===== src/rtl/mul_div_unit.sv =====
// mul_div_unit: iterative MIPS multiply/divide unit owning the HI/LO registers.
// Define MDU_FAST_MULT_EN to make MULT/MULTU a single registered multiply.
module mul_div_unit #(
    parameter int WIDTH = 32,
    parameter int CNT_W = 6
) (
    input  logic             clk,
    input  logic             rst_n,
    input  logic             start,
    input  logic [2:0]       op,
    input  logic [WIDTH-1:0] src1,
    input  logic [WIDTH-1:0] src2,
    input  logic             flush,
    output logic             busy,
    output logic             done,
    output logic [WIDTH-1:0] hi,
    output logic [WIDTH-1:0] lo
);
    typedef enum logic [1:0] {IDLE, RUN, FIX} state_t;
    state_t state, nextState;
    logic [CNT_W-1:0] cnt;
    logic [WIDTH-1:0] opB, magA, magB, divSub, quoFinal, remFinal;
    logic [2*WIDTH-1:0] acc, mulNext, divNext, mulRaw, mulFinal;
    logic [WIDTH:0] mulSum, divShift;
    logic isDiv, negQ, negR, divZero;
    logic accept, isMulDiv, isSigned, fastMul, divGe, writeBack;

    always_comb begin
        accept = start && !busy && !flush;
        isMulDiv = !op[2];
        isSigned = !op[0];
        magA = isSigned && src1[WIDTH-1] ? -src1 : src1;
        magB = isSigned && src2[WIDTH-1] ? -src2 : src2;
`ifdef MDU_FAST_MULT_EN
        fastMul = !op[1];
        mulRaw = {{WIDTH{1'b0}}, opB} * {{WIDTH{1'b0}}, acc[WIDTH-1:0]};
`else
        fastMul = 1'b0;
        mulRaw = acc;
`endif
        // acc holds {partial, multiplier} for multiply and {remainder, quotient} for divide
        mulSum = {1'b0, acc[2*WIDTH-1:WIDTH]} + (acc[0] ? {1'b0, opB} : '0);
        mulNext = {mulSum, acc[WIDTH-1:1]};
        divShift = acc[2*WIDTH-1:WIDTH-1];
        divGe = divShift >= {1'b0, opB};
        divSub = divShift[WIDTH-1:0] - opB;
        divNext = divGe ? {divSub, acc[WIDTH-2:0], 1'b1} : {divShift[WIDTH-1:0], acc[WIDTH-2:0], 1'b0};
        mulFinal = negQ ? -mulRaw : mulRaw;
        // a zero divisor leaves the raw all-ones quotient unsigned
        quoFinal = negQ && !divZero ? -acc[WIDTH-1:0] : acc[WIDTH-1:0];
        remFinal = negR ? -acc[2*WIDTH-1:WIDTH] : acc[2*WIDTH-1:WIDTH];
        writeBack = state == FIX && !flush;
    end

    always_ff @(posedge clk or negedge rst_n) begin
        if (!rst_n) state <= IDLE;
        else state <= nextState;
    end

    always_comb begin
        nextState = state;
        case (state)
            IDLE: nextState = accept && isMulDiv ? (fastMul ? FIX : RUN) : IDLE;
            RUN: nextState = flush ? IDLE : (cnt == CNT_W'(WIDTH - 1) ? FIX : RUN);
            default: nextState = IDLE;
        endcase
    end

    always_comb begin
        busy = state != IDLE;
    end

    always_ff @(posedge clk or negedge rst_n) begin
        if (!rst_n) begin
            hi <= '0;
            lo <= '0;
            done <= 1'b0;
            cnt <= '0;
            opB <= '0;
            acc <= '0;
            isDiv <= 1'b0;
            negQ <= 1'b0;
            negR <= 1'b0;
            divZero <= 1'b0;
        end else begin
            done <= writeBack;
            if (writeBack) {hi, lo} <= isDiv ? {remFinal, quoFinal} : mulFinal;
            if (accept && op == 3'd4) hi <= src1;
            if (accept && op == 3'd5) lo <= src1;
            if (accept && isMulDiv) begin
                cnt <= '0;
                opB <= magB;
                acc <= {{WIDTH{1'b0}}, magA};
                isDiv <= op[1];
                negQ <= isSigned && (src1[WIDTH-1] ^ src2[WIDTH-1]);
                negR <= isSigned && op[1] && src1[WIDTH-1];
                divZero <= src2 == '0;
            end else if (state == RUN) begin
                cnt <= cnt + 1'b1;
                acc <= isDiv ? divNext : mulNext;
            end
        end
    end
endmodule


===== config.mk =====
export PLATFORM = sky130hd
export DESIGN_NAME = mul_div_unit
export DESIGN_NICKNAME = d
export VERILOG_FILES = /design/src/rtl/mul_div_unit.sv
export SDC_FILE = /design/constraint.sdc
export NUM_CORES = 1
export LEC_CHECK = 0
export ABC_AREA = 1
export CELL_PAD_IN_SITES_DETAIL_PLACEMENT = 1
export CELL_PAD_IN_SITES_GLOBAL_PLACEMENT = 1
export CORE_UTILIZATION = 35
export DETAILED_ROUTE_END_ITERATION = 6
export PLACE_DENSITY_LB_ADDON = 0.25
export SLEW_MARGIN = 25
export SYNTH_ARGS = -nofsm -noshare
export SYNTH_HDL_FRONTEND = slang
export SYNTH_SLANG_ARGS = --single-unit
export TNS_END_PERCENT = 20

===== constraint.sdc =====
create_clock -name clk -period 4 [get_ports clk]
set_clock_uncertainty 0.15 [all_clocks]
set_input_delay 0.8 -clock clk [delete_from_list [all_inputs] [get_ports clk]]
set_output_delay 0.8 -clock clk [all_outputs]
set_load 0.02 [all_outputs]

# Word-level counts from Yosys, hierarchy flattened

Cells that the tools add are included.

Bits in registers: 173
Bits in latches: 0
ROM bits: 0
Memories kept: 0
Output and inout bits: 66
Bits in writable memories: 0
Logic and storage cells: 70

Equality and inequality tests: 5
Multipliers: 0
Reductions and logical operators: 23
Div/mod/pow operators: 0
Muxes and demuxes: 21
Bitwise operators: 1
Magnitude comparators: 1
Add/sub/neg operators: 8
Shifts and indexed selects: 0

Operators with widths:

| cell                                                                  | count |
|---|---|
| 64-bit 2-to-1 mux                                                     | 6 |
| 32-bit 2-to-1 mux                                                     | 9 |
| 32-bit negation                                                       | 4 |
| 64-bit negation                                                       | 1 |
| 32-bit by 32-bit adder with 33-bit output                             | 1 |
| 33-bit by 32-bit greater-or-equal comparator with 1-bit output        | 1 |
| 32-bit logical NOT                                                    | 1 |
| 32-bit subtractor                                                     | 1 |
| 1-bit logical AND                                                     | 12 |
| 6-bit 2-to-1 mux                                                      | 2 |
| 2-bit nonzero test                                                    | 4 |
| 6-bit by 1-bit adder with 6-bit output, second input constant         | 1 |
| 3-bit equality test, second input constant                            | 2 |
| 6-bit by 5-bit equality test with 1-bit output, second input constant | 1 |
| 1-bit logical NOT                                                     | 5 |
| 2-bit 2-to-1 mux                                                      | 2 |
| 2-bit case mux with 2 select lines                                    | 1 |
| 2-bit by 1-bit equality test with 1-bit output, second input constant | 1 |
| 2-bit equality test, second input constant                            | 1 |
| 2-bit logical NOT                                                     | 1 |
| 1-bit 2-to-1 mux                                                      | 1 |
| 1-bit bitwise XOR                                                     | 1 |

# Depth between registers and ports, before layout

Depth in word-level cells: 7
Mapped depth: 21
Mapped depth without buffers: 19

# Worst setup path after synthesis

Ideal clock, no wire load.

Path kind: reg-to-reg
Start point: register acc[0]
End point: register acc[59]
Stages on the path, launching flop included: 20
Period minus slack after synthesis: 2,666 ps
Setup slack: 1,334 ps
Arrival time: 2,399 ps
Cell sequence: dfrtp_1 -> buf_2 -> clkbuf_1 -> nand2_1 -> inv_1 -> ha_1 -> inv_1 -> fa_1 -> inv_1 -> nand3_1 -> nand3_1 -> nand2_1 -> nand2_1 -> nand2_1 -> nand2_1 -> nand2_1 -> nand3_1 -> nand3_1 -> nand3_1 -> nand2_1

Longest elaborated chain between the ends: 5

RTL lines:

| what                                      | line | source |
|---|---|---|
| start: declaration                        | 23   | `logic [2*WIDTH-1:0] acc, mulNext, divNext, mulRaw, mulFinal;` |
| start signal: assignment                  | 93   | `acc <= {{WIDTH{1'b0}}, magA};` |
| start signal: assignment                  | 100  | `acc <= isDiv ? divNext : mulNext;` |
| 32-bit 2-to-1 mux                         | 42   | `mulSum = {1'b0, acc[2*WIDTH-1:WIDTH]} + (acc[0] ? {1'b0, opB} : '0);` |
| 32-bit by 32-bit adder with 33-bit output | 42   |  |
| 64-bit 2-to-1 mux                         | 100  |  |
| 64-bit 2-to-1 mux                         | 98   | `end else if (state == RUN) begin` |
| 64-bit 2-to-1 mux                         | 90   | `if (accept && isMulDiv) begin` |

Every way passes these cells. The select of a mux whose other input is x is not followed.
A chain may end at the register's enable or synchronous reset.

# Worst setup path in the final report

Start point: register acc[57]
End point: register acc[45]

Longest elaborated chain between the ends: 5

RTL lines:

| what                                                           | line | source |
|---|---|---|
| 33-bit by 32-bit greater-or-equal comparator with 1-bit output | 45   | `divGe = divShift >= {1'b0, opB};` |
| 64-bit 2-to-1 mux                                              | 47   | `divNext = divGe ? {divSub, acc[WIDTH-2:0], 1'b1} : {divShift[WIDTH-1:0], acc[WIDTH-2:0], 1'b0};` |
| 64-bit 2-to-1 mux                                              | 100  |  |
| 64-bit 2-to-1 mux                                              | 98   |  |
| 64-bit 2-to-1 mux                                              | 90   |  |

Every way passes these cells. The select of a mux whose other input is x is not followed.

==> impl_metrics.toml <==
[routing]
route.vias.total = 21600
routed_via_density = 5.52
drt_iter0_markers = 1725
first_pass_iters = 7
drt-wirelength-per-cell_um = 22.7
drt-total-wl_mm = 88.8
ant_nets = 0
drc_errors = 4

[cells_and_area]
ff_latch_area_um2 = 4330
multi_input_area_um2 = 11600
drive_above_1_share = 0.0424
nNetsFinal = 3361
mostFrequentLayoutCell = "nand2_1"
areaGrowthSynthToFinish_pct = 15.3
fillers = 7047
mostFrequentLayoutCells = "1,016 x nand2_1, 461 x inv_1, 320 x nor2_1, 283 x nand3_1, 196 x o21ai_0"

[setup_path]
cpLargestDelayFamily = "simple AND/OR/NAND/NOR gates"
startpoint_type = "flip-flop"
path_buf_inv = 1
cpMostUsedCell = "nand2_1"
worstPathRequired_ns = 4.25
criticalPathCategory = "reg2reg"
endpoint_kind = "flip-flop"
arrival_ns = 3.52
cp_slowest_stage_delay_ns = 0.77
worstPathMaxFanout = 18
crit_chain = "ha_1 -> nand2_1 -> nand2_1 -> nand2_1 -> nand2_1 -> a21oi_1 -> nand2_2 -> nor2_4 -> nand3_2 -> inv_4 -> nand2_1 -> nand3_1 -> nand2_1"
slowest_stage = "dfrtp_1"

[clocking]
clock_latency_ns = 0.52
cts_max_level = 4
cts_setup_buffers = 0
cts_sinks = 173
holdBufCountCts = 0
path_clk_slew_ns = 0.07
root_buffer = "clkbuf_16"
post_cts_resized = 0
numCtsBuffers = 17
cts_tree = "done"
clock_path_buffers = 2

[pwr]
netSwitchingPower_mw = 8.11
powerDensity_nw_per_um2 = 680
p_int_mw = 6.10
pwr-share-clk = 0.123
sequentialPowerShare = 0.230
switching_share = 0.571
finalPower_mw = 14.2
power_frac_comb = 0.647
peakVddDrop_mv = 0.436
power_leakage_nw = 10.7

[synthesis]
synth_compound_area_frac = 0.141
synth_top_family_by_area = "simple AND/OR/NAND/NOR gates"
synth-simple-area-share = 0.407
synth-seq-area-share = 0.239
synth_seq_cells = 173
syn_nets = 3260
syn_inst = 3118
syn_area_um2 = 18100
ys_types = 52
synth-xor-area-share = 0.0425
yosys.area_share.adder = 0.0498
avgSynthCellArea_um2 = 5.82
synth_async_sr_flop_share = 1.00
muxShareOfSynthArea = 0
ys.flop_type = "dfrtp_1"
ys_warn_count = 0
synth-edff-count = 0

[timing]
finalCriticalPeriod_ns = 3.26
fmaxAchievable_mhz = 306
whs_ns = 0.126
slew_headroom = 0.300
worst_pin_slew_ns = 1.05
slew_violations = 0
rsz0062_at_grt = "no"
setup_viol = 0
fin_crit_sh = 0.816
final_hold_viol_count = 0
setup_tns_ns = 0

[place]
io_buffers = 136
place.gp.congestion = 0.993
hpwlAfterDp_mm = 71.1

[grt]
grt_start_max_net_pins = 102
grt_overflow = 0
grt_pass1_wl_mm = 135
grt_pass1_vias = 22300
grt_use_total = 0.339
antenna_found_initial = 1

[floorplanning]
design.die.area_um2 = 52700
coreArea_um2 = 51300
pin_count = 137
fp.dieW_um = 230
rows = 83
initial_core_util = 0.353
die-height_um = 230

[flow_run]
max-cap-violations = 0

[status]
failed_checks = "design-rule violations"
status = "finished with violations"

[min_path]
holdCritPathClass = "in2async"
## cell usage after synthesis, types with 7 or more instances
cell type	instances	share of area
o211ai_1	21	0.0087
o21ai_0	196	0.054
nand3_1	283	0.078
nor2_1	323	0.067
xor2_1	71	0.034
nand3b_1	10	0.0041
buf_2	17	0.0047
xnor2_1	17	0.0082
buf_1	12	0.0025
dfrtp_1	173	0.24
nor3_1	27	0.0075
clkbuf_1	65	0.013
a31oi_1	12	0.0041
o22ai_1	37	0.013
o21ai_1	9	0.0025
a21oi_1	109	0.030
inv_1	463	0.096
and2_1	7	0.0024
nor2_2	13	0.0045
inv_2	12	0.0025
o21bai_1	25	0.010
ha_1	69	0.048
nand2_1	1016	0.21
nor4_1	7	0.0024
nand2_2	12	0.0041
nand4_1	53	0.018
a22oi_1	9	0.0037
## area by class of cell
class | count | share of cell area
diodes | 1 | 0.000120
clock buffers | 21 | 0.0216
clock inverters | 11 | 0.00527
inverters | 477 | 0.0858
multi-input cells | 2372 | 0.557
flip-flops and latches | 173 | 0.207
well taps | 680 | 0.0407
repair buffers | 178 | 0.0828
## metal layers
metal | GRT usage | up-vias | wire length (um)
met4 | 0.213 | 0 | 5930
met2 | 0.579 | 640 | 42600
met1 | 0.396 | 10500 | 36200
met3 | 0.0503 | 244 | 4080
met5 | 0 | - | 0
li1 | - | 10200 | -
## registers in the layout (all words and copies together) (netlist names)
signal	flops
hi	32
done	1
cnt	6
state	2
lo	32
negR	1
divZero	1
opB	32
isDiv	1
acc	64
negQ	1
## final timing paths
path                          from  endpoint  slack, ns  depth (start not counted)
hold / removal               rst_n     hi[9]       0.13                          1
hold reg to reg             lo[11]    lo[11]       0.33                          2
max in group asynchronous    rst_n   opB[22]       2.53                          2
min in group clk            lo[11]    lo[11]       0.33                          2
setup / recovery           acc[57]   acc[45]       0.74                         13
setup reg to reg           acc[57]   acc[45]       0.74                         13
## power groups by stage
| stage | Combinational, mW | Sequential [mW] | Clock, mW |
|---|---|---|---|
| 6_report | 9.19 | 3.27 | 1.74 |
| 5_1_grt | 10.1 | 3.30 | 1.83 |
| 4_1_cts | 9.10 | 3.24 | 1.76 |
| 3_5_place_dp | 9.04 | 3.27 | 0 |
| 3_3_place_gp | 8.88 | 3.26 | 0 |
| 2_1_floorplan | 5.67 | 3.01 | 0 |
## worst register-to-register path, cell delays in order (launching register included)
cell and delay, ns:
dfrtp_1 0.77, ha_1 0.44, nand2_1 0.11, nand2_1 0.09, nand2_1 0.07, nand2_1 0.08
a21oi_1 0.17, nand2_2 0.09, nor2_4 0.32, nand3_2 0.27, inv_4 0.29, nand2_1 0.15
nand3_1 0.11, nand2_1 0.05
## metrics by stage
step                      instances   util  area, um2  worst slack (ns)
after detailed placement       3880  0.396      20300             0.489
after global placement         3880  0.396      20300             0.554
after floorplan                3118      -      18100              1.33
after CTS                      3912  0.407      20900             0.813
after global routing           3912  0.407      20900             0.575
final                          3913  0.407      20900             0.737
## kinds of logic after synthesis
family | after synthesis
AND/OR/NAND/NOR | 1765
AO/OA/AOI/OAI | 448
XOR/XNOR | 88
adder cells (fa/ha/maj) | 71
buffers and inverters | 573
flip-flops | 173
(Power assumes the default switching activity.)
